File: src/rtl/csr_pkg.sv
// Shared types for the CSR instruction controller: FSM states, funct3 codes,
// CSR-file operation encodings and the latched request record.
package csr_pkg;

  typedef enum logic [1:0] {
    ST_IDLE  = 2'd0,
    ST_READ  = 2'd1,
    ST_WRITE = 2'd2,
    ST_RESP  = 2'd3
  } csr_state_e;

  localparam logic [2:0] F3_RW  = 3'b001;
  localparam logic [2:0] F3_RS  = 3'b010;
  localparam logic [2:0] F3_RC  = 3'b011;
  localparam logic [2:0] F3_RWI = 3'b101;
  localparam logic [2:0] F3_RSI = 3'b110;
  localparam logic [2:0] F3_RCI = 3'b111;

  typedef enum logic [1:0] {
    CSR_OP_WRITE = 2'd0,
    CSR_OP_SET   = 2'd1,
    CSR_OP_CLEAR = 2'd2,
    CSR_OP_READ  = 2'd3
  } csr_op_e;

  typedef struct packed {
    logic [2:0]  funct3;
    logic [4:0]  rd_idx;
    logic [4:0]  rs1_idx;
    logic [31:0] rs1_data;
    logic [11:0] csr_adr;
  } csr_req_t;

  // Set/clear forms with rs1/zimm == 0 are pure reads and must not touch the CSR.
  function automatic logic wr_intent(input csr_req_t r);
    return (r.funct3[1:0] == 2'b01) || (r.rs1_idx != 5'd0);
  endfunction

  function automatic csr_op_e op_of(input logic [2:0] f3, input logic wint);
    if (!wint || f3[1:0] == 2'b00) return CSR_OP_READ;
    return csr_op_e'(f3[1:0] - 2'd1);
  endfunction

endpackage

File: src/rtl/csr_ctrl_if.sv
// Request/response bus between the issue stage and the CSR controller.
interface csr_ctrl_if;
  logic        req_valid;
  logic        req_ready;
  logic [2:0]  funct3;
  logic [4:0]  rd_idx;
  logic [4:0]  rs1_idx;
  logic [31:0] rs1_data;
  logic [11:0] csr_adr;

  logic        rsp_valid;
  logic        rsp_ready;
  logic [4:0]  rsp_rd_idx;
  logic [31:0] rsp_rd_wdata;
  logic        rsp_rd_we;
  logic        rsp_illegal;

  modport master (
    output req_valid, funct3, rd_idx, rs1_idx, rs1_data, csr_adr, rsp_ready,
    input  req_ready, rsp_valid, rsp_rd_idx, rsp_rd_wdata, rsp_rd_we, rsp_illegal
  );

  modport slave (
    input  req_valid, funct3, rd_idx, rs1_idx, rs1_data, csr_adr, rsp_ready,
    output req_ready, rsp_valid, rsp_rd_idx, rsp_rd_wdata, rsp_rd_we, rsp_illegal
  );
endinterface

File: src/rtl/csr_alu.sv
// Combinational CSR write-data merge: write, set or clear against the old value.
module csr_alu
  import csr_pkg::*;
(
  input  csr_op_e     op_i,
  input  logic [31:0] rdata_i,
  input  logic [31:0] operand_i,
  output logic [31:0] wdata_o
);

  always_comb begin
    wdata_o = rdata_i;
    case (op_i)
      CSR_OP_WRITE: wdata_o = operand_i;
      CSR_OP_SET:   wdata_o = rdata_i | operand_i;
      CSR_OP_CLEAR: wdata_o = rdata_i & ~operand_i;
      default:      wdata_o = rdata_i;
    endcase
  end

endmodule

File: src/rtl/csr_ctrl.sv
// CSR instruction controller: latch request, read CSR, optional single write,
// then hold the writeback response until accepted.
module csr_ctrl
  import csr_pkg::*;
(
  input  logic        clk,
  input  logic        rst_n,
  csr_ctrl_if.slave   bus,
  output logic [11:0] csr_adr_o,
  output logic [1:0]  csr_op_ctr_o,
  output logic [31:0] csr_wdata_o,
  output logic        csr_we_o,
  input  logic [31:0] csr_rdata_i,
  input  logic        illegal_csr_i
);

  csr_state_e  state_q, state_d;
  csr_req_t    req_q, req_d;
  logic [31:0] rdata_q, rdata_d;
  logic        illegal_q, illegal_d;

  logic        wint;
  logic        ill;
  logic [31:0] operand;
  csr_op_e     op_rw, op_out;
  logic [31:0] alu_wdata;
  logic        req_ready, rsp_valid, we;

  assign wint    = wr_intent(req_q);
  assign operand = req_q.funct3[2] ? {27'd0, req_q.rs1_idx} : req_q.rs1_data;
  assign op_rw   = op_of(req_q.funct3, wint);
  // Writes into the 0xC00-0xFFF range are illegal; reads there are fine.
  assign ill     = (req_q.funct3[1:0] == 2'b00) || illegal_csr_i ||
                   (wint && req_q.csr_adr[11:10] == 2'b11);

  csr_alu u_alu (
    .op_i     (op_rw),
    .rdata_i  (rdata_q),
    .operand_i(operand),
    .wdata_o  (alu_wdata)
  );

  always_ff @(posedge clk or negedge rst_n) begin
    if (!rst_n) begin
      state_q   <= ST_IDLE;
      req_q     <= '0;
      rdata_q   <= '0;
      illegal_q <= 1'b0;
    end else begin
      state_q   <= state_d;
      req_q     <= req_d;
      rdata_q   <= rdata_d;
      illegal_q <= illegal_d;
    end
  end

  always_comb begin
    state_d   = state_q;
    req_d     = req_q;
    rdata_d   = rdata_q;
    illegal_d = illegal_q;
    req_ready = 1'b0;
    rsp_valid = 1'b0;
    we        = 1'b0;
    op_out    = CSR_OP_READ;
    case (state_q)
      ST_IDLE: begin
        req_ready = 1'b1;
        if (bus.req_valid) begin
          req_d.funct3   = bus.funct3;
          req_d.rd_idx   = bus.rd_idx;
          req_d.rs1_idx  = bus.rs1_idx;
          req_d.rs1_data = bus.rs1_data;
          req_d.csr_adr  = bus.csr_adr;
          state_d        = ST_READ;
        end
      end
      ST_READ: begin
        op_out    = op_rw;
        rdata_d   = csr_rdata_i;
        illegal_d = ill;
        state_d   = (ill || !wint) ? ST_RESP : ST_WRITE;
      end
      ST_WRITE: begin
        op_out  = op_rw;
        we      = 1'b1;
        state_d = ST_RESP;
      end
      ST_RESP: begin
        rsp_valid = 1'b1;
        if (bus.rsp_ready) state_d = ST_IDLE;
      end
      default: state_d = ST_IDLE;
    endcase
  end

  assign csr_adr_o    = req_q.csr_adr;
  assign csr_op_ctr_o = op_out;
  assign csr_we_o     = we;
  assign csr_wdata_o  = we ? alu_wdata : 32'd0;

  assign bus.req_ready    = req_ready;
  assign bus.rsp_valid    = rsp_valid;
  assign bus.rsp_rd_idx   = req_q.rd_idx;
  assign bus.rsp_rd_wdata = rdata_q;
  assign bus.rsp_illegal  = illegal_q;
  assign bus.rsp_rd_we    = !illegal_q && (req_q.rd_idx != 5'd0);

endmodule
File: src/flat_wrapper.sv
// flat-port wrapper written by rule: the top's interface ports become plain ports
module csr_ctrl_flat import csr_pkg::*;
  (clk, rst_n, csr_adr_o, csr_op_ctr_o, csr_wdata_o, csr_we_o, csr_rdata_i, illegal_csr_i, bus_req_valid, bus_funct3, bus_rd_idx, bus_rs1_idx, bus_rs1_data, bus_csr_adr, bus_rsp_ready, bus_req_ready, bus_rsp_valid, bus_rsp_rd_idx, bus_rsp_rd_wdata, bus_rsp_rd_we, bus_rsp_illegal);
  csr_ctrl_if bus_i ();
  input  logic clk;
  input  logic rst_n;
  output logic [11:0] csr_adr_o;
  output logic [1:0] csr_op_ctr_o;
  output logic [31:0] csr_wdata_o;
  output logic csr_we_o;
  input  logic [31:0] csr_rdata_i;
  input  logic illegal_csr_i;
  input wire logic [$bits(bus_i.req_valid)-1:0] bus_req_valid;
  input wire logic [$bits(bus_i.funct3)-1:0] bus_funct3;
  input wire logic [$bits(bus_i.rd_idx)-1:0] bus_rd_idx;
  input wire logic [$bits(bus_i.rs1_idx)-1:0] bus_rs1_idx;
  input wire logic [$bits(bus_i.rs1_data)-1:0] bus_rs1_data;
  input wire logic [$bits(bus_i.csr_adr)-1:0] bus_csr_adr;
  input wire logic [$bits(bus_i.rsp_ready)-1:0] bus_rsp_ready;
  output wire logic [$bits(bus_i.req_ready)-1:0] bus_req_ready;
  output wire logic [$bits(bus_i.rsp_valid)-1:0] bus_rsp_valid;
  output wire logic [$bits(bus_i.rsp_rd_idx)-1:0] bus_rsp_rd_idx;
  output wire logic [$bits(bus_i.rsp_rd_wdata)-1:0] bus_rsp_rd_wdata;
  output wire logic [$bits(bus_i.rsp_rd_we)-1:0] bus_rsp_rd_we;
  output wire logic [$bits(bus_i.rsp_illegal)-1:0] bus_rsp_illegal;
  assign bus_i.req_valid = bus_req_valid;
  assign bus_i.funct3 = bus_funct3;
  assign bus_i.rd_idx = bus_rd_idx;
  assign bus_i.rs1_idx = bus_rs1_idx;
  assign bus_i.rs1_data = bus_rs1_data;
  assign bus_i.csr_adr = bus_csr_adr;
  assign bus_i.rsp_ready = bus_rsp_ready;
  assign bus_req_ready = bus_i.req_ready;
  assign bus_rsp_valid = bus_i.rsp_valid;
  assign bus_rsp_rd_idx = bus_i.rsp_rd_idx;
  assign bus_rsp_rd_wdata = bus_i.rsp_rd_wdata;
  assign bus_rsp_rd_we = bus_i.rsp_rd_we;
  assign bus_rsp_illegal = bus_i.rsp_illegal;
  csr_ctrl u_core (.clk(clk), .rst_n(rst_n), .bus(bus_i), .csr_adr_o(csr_adr_o), .csr_op_ctr_o(csr_op_ctr_o), .csr_wdata_o(csr_wdata_o), .csr_we_o(csr_we_o), .csr_rdata_i(csr_rdata_i), .illegal_csr_i(illegal_csr_i));
endmodule
File: config.mk
export PLATFORM = sky130hd
export DESIGN_NAME = csr_ctrl_flat
export DESIGN_NICKNAME = d
export VERILOG_FILES = /design/src/rtl/csr_pkg.sv /design/src/rtl/csr_ctrl_if.sv /design/src/rtl/csr_alu.sv /design/src/rtl/csr_ctrl.sv /design/src/flat_wrapper.sv
export SDC_FILE = /design/constraint.sdc
export NUM_CORES = 1
export LEC_CHECK = 0
export ABC_AREA = 1
export BUFFER_PORTS_ARGS = -buffer_cell sky130_fd_sc_hd__buf_2
export CORE_MARGIN = 3
export CORE_UTILIZATION = 50
export DETAILED_ROUTE_END_ITERATION = 7
export GPL_ROUTABILITY_DRIVEN = 0
export PLACE_DENSITY_LB_ADDON = 0.15
export SLEW_MARGIN = 10
export SYNTH_ARGS = -nofsm -noshare
export SYNTH_HDL_FRONTEND = slang
export SYNTH_SLANG_ARGS = --single-unit
File: constraint.sdc
create_clock -name clk -period 2.66 [get_ports clk]
set_clock_uncertainty 0.05 [all_clocks]
set_input_delay 0.399 -clock clk [delete_from_list [all_inputs] [get_ports clk]]
set_output_delay 0.399 -clock clk [all_outputs]
set_load 0.1 [all_outputs]
==> results.py, run 1 <==
metrics = {
    "status": {
        "outcome": "finished with violations",
        "violations": "hold timing",
    },
    "layout": {
        "utilization_pct": 70.4,
        "final_cells": 897,
        "drive_above_1_share_pct": 42.0,
        "area_growth_pct": 34.3,
        "num-nets-final": 862,
    },
    "placed_design": {
        "dp.cells": 877,
        "place_ws_ps": 136,
        "port-buffer-count": 181,
        "hpwlAfterDp_mm": 9.50,
    },
    "worst_setup_path": {
        "start_kind": "flop",
        "setup.worst_path.end_class": "output port",
        "rr_endpoint": "u_core.csr_adr_o[8]",
        "crit_fanout": 7,
        "critPathBufInv": 3,
        "cp_cell_sequence": "inv_4, ha_4, a21oi_4, buf_6, o21ai_0, nor2_1, nor2_4, buf_4",
        "critical_path_depth": 8,
        "r2r-start": "u_core.state_q[0]",
        "crit_required_ps": 2210,
        "path_class": "reg2out",
        "r2r_setup_slack_ps": 750,
        "slowest_delay_ps": 430,
        "r2r_cells": 5,
        "path_delay_family": "buffers and inverters",
        "critPathArrivalTime_ps": 2130,
        "slowest_stage": "dfrtp_1",
    },
    "clock_network": {
        "clkSlewWorstSetupHoldPaths_ps": 100,
        "cts_tree": "done",
        "clockBufferDepth": 2,
        "clock_latency_ps": 360,
        "numCtsBuffers": 9,
        "ctsHoldBuffers": 0,
        "clkSinkCount": 92,
        "htreeDepth": 3,
        "root_buffer": "clkbuf_8",
    },
    "grt": {
        "grt_max_degree": 51,
        "grt_antenna_before_repair": 1,
        "grt_pass1_vias": 4419,
        "grt_overflow": 0,
        "grtUsageTotal_pct": 23.0,
        "grt_pass1_wl_mm": 20.8,
    },
    "logic_synthesis": {
        "synth_flop_cell": "dfrtp_1",
        "synth_common_cells": "107 x nand2_1, 92 x dfrtp_1, 90 x nor2_1",
        "async_flop_share_pct": 100,
        "synth_warnings": 0,
        "ys_types": 27,
        "yosysMostFrequentCell": "nand2_1",
        "syn_inst": 596,
        "yosysSeqAreaShare_pct": 46.4,
        "synth-edff-count": 0,
        "synth_area_per_cell_um2": 8.33,
        "ys_top_cells_by_area": "dfrtp_1 46%, mux2_2 12%, nand2_1 8.1%",
        "syn_area_mm2": 0.00496,
        "ys_ff_latch": 92,
        "synth_top_area_share_pct": 46.4,
        "synth.largest_area_cell": "dfrtp_1",
        "syn_nets": 696,
    },
    "timing": {
        "fin_crit_sh_pct": 96.8,
        "slew_violations": 0,
        "totalNegativeSetupSlack_ps": 0,
        "relSlewSlack_pct": 58.5,
        "fmax_mhz": 388,
        "setup_viol": 0,
        "worst_hold_slack_ps": -16.6,
        "hold_viol_final": 9,
        "fin_ws_ps": 84.1,
        "period_needed_ps": 2580,
        "tightest_slew_ps": 623,
    },
    "detailed_routing": {
        "route.met3.wl_um": 954,
        "dr.pass1.iters": 5,
        "dr.max_layer_used": "met4",
        "via_per_inst": 5.04,
        "routed_wl_mm": 12.9,
        "drtIter0Drc": 209,
        "vias": 4522,
        "wl_met1_mm": 5.44,
        "drc_errors": 0,
        "antenna_left": 0,
        "wl_per_cell_um": 14.4,
        "met2_length_mm": 6.33,
    },
    "die": {
        "die_x_um": 106,
        "die_h_um": 106,
        "start_util_pct": 52.5,
        "dieArea_mm2": 0.0112,
        "core_mm2": 0.00946,
        "io_pins": 182,
        "rows": 35,
    },
    "run": {
        "max-cap-violations": 0,
    },
    "hold_path": {
        "holdCritPathClass": "in2async",
    },
}
-- flip-flops by register name, summed over array words and instances, names as in the netlist --
signal                   count
u_core.state_q               2
u_core.bus.rsp_rd_idx        5
u_core.bus.rsp_illegal       1
u_core.req_q                40
u_core.csr_adr_o            12
u_core.bus.rsp_rd_wdata     32
-- worst register-to-register path, delay by kind of cell, from the launching register on --
family	cells	cell delay, ps
muxes	1	370
buffers and inverters	2	430
DFF	1	420
and+or+nand+nor	1	250
adders and majority gates	1	270
-- metal layers --
| metal | vias up | GRT usage [%] |
|---|---|---|
| li1 | 2213 | - |
| met1 | 2117 | 29.0 |
| met2 | 175 | 38.9 |
| met3 | 17 | 6.31 |
| met4 | 0 | 6.38 |
| met5 | - | 0 |
-- layout make-up --
type / instances / area (um^2)
clock buffers: 11 / 141
fillers: 788 / 2800
multi-input cells: 381 / 2400
flip-flops and latches: 92 / 2300
clock inverters: 5 / 60.1
inverters: 76 / 288
repair buffers: 202 / 1310
diodes: 1 / 2.50
well taps: 129 / 161
-- cells in the final DEF (no fill, tap or decap), types with 6 or more instances in the layout --
master / instances
nand2_1: 106
nor2_1: 61
buf_4: 31
clkbuf_8: 10
buf_12: 6
nor2_4: 21
inv_1: 72
o21ai_1: 7
o21ai_0: 77
buf_6: 16
a21oi_1: 9
dfrtp_1: 92
nand4_1: 10
mux2_2: 55
a21oi_4: 7
nor2_2: 9
buf_2: 147
-- what timing repair did --
item,CTS,global route
pin swaps,0,8
setup buffers,0,1
endpoints found under the setup margin,32,32
gates cloned,0,2
gates resized for setup,38,36
-- stage by stage --
step,cell area [um^2],hold slack [ps]
6_report,6660,-16.6
5_1_grt,6660,8.39
4_1_cts,6490,8.22
3_5_place_dp,6190,403
3_3_place_gp,6190,403
2_1_floorplan,5210,53.4
-- logic make-up (layout without fill, tap and decap cells) --
logic type                 after synthesis  count (layout)  synth area share, %
DFF                                     92              92                 46.4
other                                    0               1                    0
adders and majority gates                6               6                 1.51
AOI/OAI and AO/OA                      104             104                 10.9
and+or+nand+nor                        216             216                 17.6
muxes                                   55              55                 12.5
buffers and inverters                  123             294                 11.2
-- worst max path at each step --
stage / startpoint / endpoint / slack, ps
finish: u_core.req_q[54] / csr_wdata_o[20] / 80
global route: u_core.req_q[46] / csr_wdata_o[2] / -20
CTS: u_core.req_q[54] / csr_wdata_o[18] / 10
detailed placement: u_core.req_q[55] / csr_wdata_o[22] / 140
global placement: u_core.req_q[55] / csr_wdata_o[12] / 220
floorplan: u_core.req_q[54] / csr_wdata_o[10] / 100
Power of run 1 is left out: the tool's default activity adds up to more than one toggle a clock period on the data nets, which glitch-free logic cannot reach.
==> run 2: changes to the inputs <==
Settings changed: SETUP_SLACK_MARGIN set to 0.3.
==> run 2 against run 1 <==
Critical path depth is 1 higher. Count of clock-buffer cells in the layout is 1 lower. Setup slack better by 61 ps. Critical path type unchanged. Final area is 11% higher. Utilization is 7.8 points higher. Global-route usage is 0.72 points higher. Register-to-register slack worse by 50 ps. The flow now finishes without violations. Final cell count is 1.1% higher. Non-clock buffer count is 11 higher. Hold slack better by 220 ps. Wire length is 8.5% higher. Sequential cell count stayed put.
==> results.py, run 2 (synthesis results as in run 1) <==
metrics = {
    "worst_setup_path": {
        "crit_top_cell": "buf_12",
        "slowest_delay_ps": 420,
        "start_kind": "flop",
        "setup.worst_path.end_class": "output port",
        "critical_path_depth": 9,
        "cp_cell_sequence": "inv_2, ha_4, a21oi_4, buf_12, buf_8, o21ai_1, nor2_2, nor2_4, buf_12",
        "path_delay_family": "buffers and inverters",
        "slowest_stage": "dfrtp_1",
        "r2r_cells": 9,
        "crit_required_ps": 2210,
        "crit_fanout": 5,
        "critPathBufInv": 4,
        "critPathArrivalTime_ps": 2070,
        "path_class": "reg2out",
    },
    "placed_design": {
        "port-buffer-count": 181,
        "hpwlAfterDp_mm": 9.19,
    },
    "hold_path": {
        "worstHoldPathCells": 3,
        "holdCritPathClass": "in2reg",
    },
    "status": {
        "outcome": "finished clean",
    },
    "run": {
        "max-cap-violations": 0,
    },
    "timing": {
        "setup_viol": 0,
        "period_needed_ps": 2520,
        "totalNegativeSetupSlack_ps": 0,
        "hold_viol_final": 0,
        "tightest_slew_ps": 503,
        "slew_violations": 0,
        "fin_crit_sh_pct": 94.6,
        "rsz0062_at_grt": "yes",
        "relSlewSlack_pct": 66.7,
        "fmax_mhz": 398,
    },
    "layout": {
        "largest_register": "u_core.req_q",
        "largest_register_ffs": 40,
        "area_growth_pct": 49.1,
        "num-nets-final": 873,
        "antennaDiodeCount": 0,
        "utilization_pct": 78.2,
        "layout_common_cells": "147 x buf_2, 92 x nand2_1, 91 x dfrtp_1",
        "drive_above_1_share_pct": 51.3,
        "layout_commonest_cell": "buf_2",
    },
    "die": {
        "io_pins": 182,
        "core_mm2": 0.00946,
        "die_h_um": 106,
        "dieArea_mm2": 0.0112,
        "rows": 35,
        "die_x_um": 106,
        "start_util_pct": 52.5,
    },
    "clock_network": {
        "root_buffer": "clkbuf_8",
        "clkSinkCount": 92,
        "clock_latency_ps": 340,
        "htreeDepth": 3,
        "clockBufferDepth": 2,
        "numCtsBuffers": 9,
        "cts_tree": "done",
        "clkSlewWorstSetupHoldPaths_ps": 100,
    },
    "grt": {
        "grt_max_degree": 77,
        "grt_overflow": 0,
        "grt_pass1_vias": 4613,
        "grtUsageTotal_pct": 23.7,
        "grt_pass1_wl_mm": 21.5,
        "grt_antenna_before_repair": 0,
    },
    "detailed_routing": {
        "routed_wl_mm": 14.0,
        "wl_per_cell_um": 15.5,
        "antenna_left": 0,
        "vias": 4724,
        "dr.pass1.iters": 5,
        "drtIter0Drc": 198,
        "drc_errors": 0,
        "via_per_inst": 5.21,
    },
}
run 2: final cells by class:
cell class | count | area (um^2)
clock buffers | 10 | 138
clock inverters | 6 | 47.5
fillers | 653 | 2060
inverters | 76 | 297
multi-input cells | 381 | 2690
flip-flops and latches | 92 | 2300
well taps | 129 | 161
repair buffers | 213 | 1760
run 2: what timing repair did:
action,in CTS,in global routing
gates resized for setup,133,99
gates cloned,2,1
setup buffers,11,6
endpoints found under the setup margin,33,33
endpoints found under the hold margin,16,0
hold buffers,1,0
pin swaps,24,51
run 2: path summary, 6_finish.rpt:
path                                     start                          end  slack (ps)
max reg2reg                   u_core.req_q[54]            u_core.state_q[0]         700
min in group asynchronous                rst_n  u_core.bus.rsp_rd_wdata[23]         390
max                           u_core.req_q[55]              csr_wdata_o[14]         140
max in group asynchronous                rst_n             u_core.req_q[43]        1480
min reg2reg                u_core.csr_adr_o[4]          u_core.csr_adr_o[4]         460
min                            csr_rdata_i[29]  u_core.bus.rsp_rd_wdata[29]         200
run 2: through the flow:
| stage | worst slack (ps) | area, um^2 | std cells | hold slack, ps |
|---|---|---|---|---|
| 5_1_grt | 77.4 | 7400 | 907 | 192 |
| 3_5_place_dp | 203 | 6230 | 870 | 225 |
| 3_3_place_gp | 287 | 6230 | 870 | 225 |
| 4_1_cts | 174 | 7020 | 900 | 189 |
| 2_1_floorplan | 276 | 5250 | 596 | 53.4 |
| 6_report | 145 | 7400 | 907 | 204 |
run 2: per-layer routing:
metal  up-vias  track usage [%]  part of all wire (%)
li1       2245                -                     -
met1      2245             29.2                    40
met2       208             41.7                    50
met3        26             5.63                   7.7
met4         0             6.38                   2.2
met5         -                0                     0
run 2: worst reg2reg max path, delay by kind of cell, from the launching register on:
family / cells / cell delay, ps
buf+inv: 3 / 520
fa+ha+maj: 1 / 190
flops: 1 / 430
simple gates: 5 / 650
Power of run 2 is left out for the same reason.
==> run 3: changes to the inputs <==
Settings changed: CORE_MARGIN 3 to 5.
==> run 3 against run 2 <==
Critical path depth increased by 1. Final cell count up 1.5%. Die area up 7.7%. Utilization is 2.4 points lower. Final area down 0.30%. Setup slack worse by 6.8 ps. Via count is 0.95% lower. Count of clock-buffer cells in the layout increased by 1. Hold slack worse by 200 ps. Global-route usage is 0.33 points lower.
==> results.py, run 3 (synthesis results as in run 1) <==
metrics = {
    "layout": {
        "drive_above_1_share_pct": 48.9,
        "area_growth_pct": 48.7,
        "antennaDiodeCount": 0,
        "layout_common_cells": "146 x buf_2, 98 x nand2_1, 91 x dfrtp_1",
        "fillers": 721,
        "largest_register_ffs": 40,
        "multi_input_area_mm2": 0.00263,
        "seq_area_mm2": 0.00230,
        "num-nets-final": 885,
        "fin_area_mm2": 0.00738,
        "largest_register": "u_core.req_q",
        "layout_commonest_cell": "buf_2",
    },
    "timing": {
        "fin_crit_sh_pct": 94.8,
        "fmax_mhz": 396,
        "tightest_slew_ps": 633,
        "worst_hold_slack_ps": 4.08,
        "setup_viol": 0,
        "fin_ws_ps": 138,
        "slew_violations": 0,
        "totalNegativeSetupSlack_ps": 0,
        "rsz0062_at_grt": "yes",
        "period_needed_ps": 2520,
        "relSlewSlack_pct": 57.8,
        "hold_viol_final": 0,
    },
    "clock_network": {
        "clkSlewWorstSetupHoldPaths_ps": 90,
        "numCtsBuffers": 9,
        "clock_latency_ps": 360,
        "root_buffer": "clkbuf_8",
        "ctsHoldBuffers": 0,
        "cts_tree": "done",
        "clockBufferDepth": 2,
        "htreeDepth": 3,
        "clkSinkCount": 92,
    },
    "detailed_routing": {
        "drtIter0Drc": 233,
        "routed_wl_mm": 14.5,
        "vias": 4679,
        "via_per_inst": 5.08,
        "dr.pass1.iters": 4,
        "antenna_left": 0,
        "wl_per_cell_um": 15.7,
        "drc_errors": 0,
    },
    "run": {
        "max-cap-violations": 0,
    },
    "worst_setup_path": {
        "cp_cell_sequence": "buf_4, nand4_4, nand2_8, nor2_4, buf_12, nand2_4, nor2_1, nor2_2, nor2_4, buf_12",
        "crit_fanout": 6,
        "path_class": "reg2out",
        "path_delay_family": "simple AND/OR/NAND/NOR gates",
        "r2r-start": "u_core.state_q[1]",
        "crit_start": "u_core.req_q[55]",
        "critPathBufInv": 3,
        "crit_required_ps": 2210,
        "critical_path_depth": 10,
        "r2r_cells": 4,
        "critPathArrivalTime_ps": 2070,
        "start_kind": "flop",
        "slowest_stage": "dfrtp_1",
        "setup.worst_path.end_class": "output port",
        "slowest_delay_ps": 410,
    },
    "die": {
        "die_x_um": 110,
        "rows": 36,
        "die_h_um": 110,
        "io_pins": 182,
        "start_util_pct": 51.0,
        "dieArea_mm2": 0.0120,
        "core_mm2": 0.00973,
    },
    "grt": {
        "grt_pass1_vias": 4541,
        "grt_max_degree": 51,
        "grtUsageTotal_pct": 23.4,
        "grt_antenna_before_repair": 1,
        "grt_pass1_wl_mm": 21.8,
        "grt_overflow": 0,
    },
    "placed_design": {
        "port-buffer-count": 181,
        "hpwlAfterDp_mm": 9.73,
        "place_ws_ps": 215,
        "place_area_mm2": 0.00627,
    },
    "status": {
        "outcome": "finished clean",
    },
    "hold_path": {
        "holdCritPathClass": "in2async",
    },
}
## run 3: cell count changes in the layout (fill, tap and decap cells not counted), sizes merged
| cell | delta |
|---|---|
| buf | +11 |
| nand2 | +2 |
| clkbuf | +1 |
| clkinv | -1 |
| clkinvlp | -1 |
| dlygate4sd3 | -1 |
| inv | -1 |
## run 3: area by class of cell
cell class / count / area share [%]
Multi-Input combinational cell: 383 / 35.6
Sequential cell: 92 / 31.2
Timing Repair Buffer: 223 / 24.7
Inverter: 76 / 4.05
Tap cell: 133 / 2.26
Clock buffer: 11 / 1.92
Clock inverter: 3 / 0.204
## run 3: worst paths after layout
kind	to	slack, ps
max in group asynchronous	u_core.bus.rsp_rd_wdata[31]	1850
setup / recovery	csr_wdata_o[23]	140
hold / removal	u_core.bus.rsp_rd_wdata[26]	4
setup reg to reg	u_core.bus.rsp_rd_wdata[22]	790
hold reg to reg	u_core.req_q[14]	460
min in group clk	u_core.bus.rsp_rd_wdata[18]	190
## run 3: worst register-to-register path, stage by stage (launching register included)
cell and delay [ps]:
dfrtp_1 450, inv_1 120, ha_2 590, buf_4 390, o21ai_0 140
## run 3: per-layer routing
metal	part of all wire (%)	global-route usage [%]
met1	40	29.1
met3	9.2	6.64
met2	49	38.4
met5	0.090	0
met4	2.2	9.26
## run 3: repair_timing
action	4_1_cts	5_1_grt
gates cloned	2	3
setup endpoints to repair	32	33
buffers inserted	11	12
resized for setup	116	91
pin swaps	21	32
## run 3: metrics by stage
stage,util [%],cells
after floorplan,-,596
after global placement,64.5,879
after detailed placement,64.5,879
after CTS,71.2,906
after global routing,75.8,921
final,75.8,921
Power of run 3 is left out for the same reason.
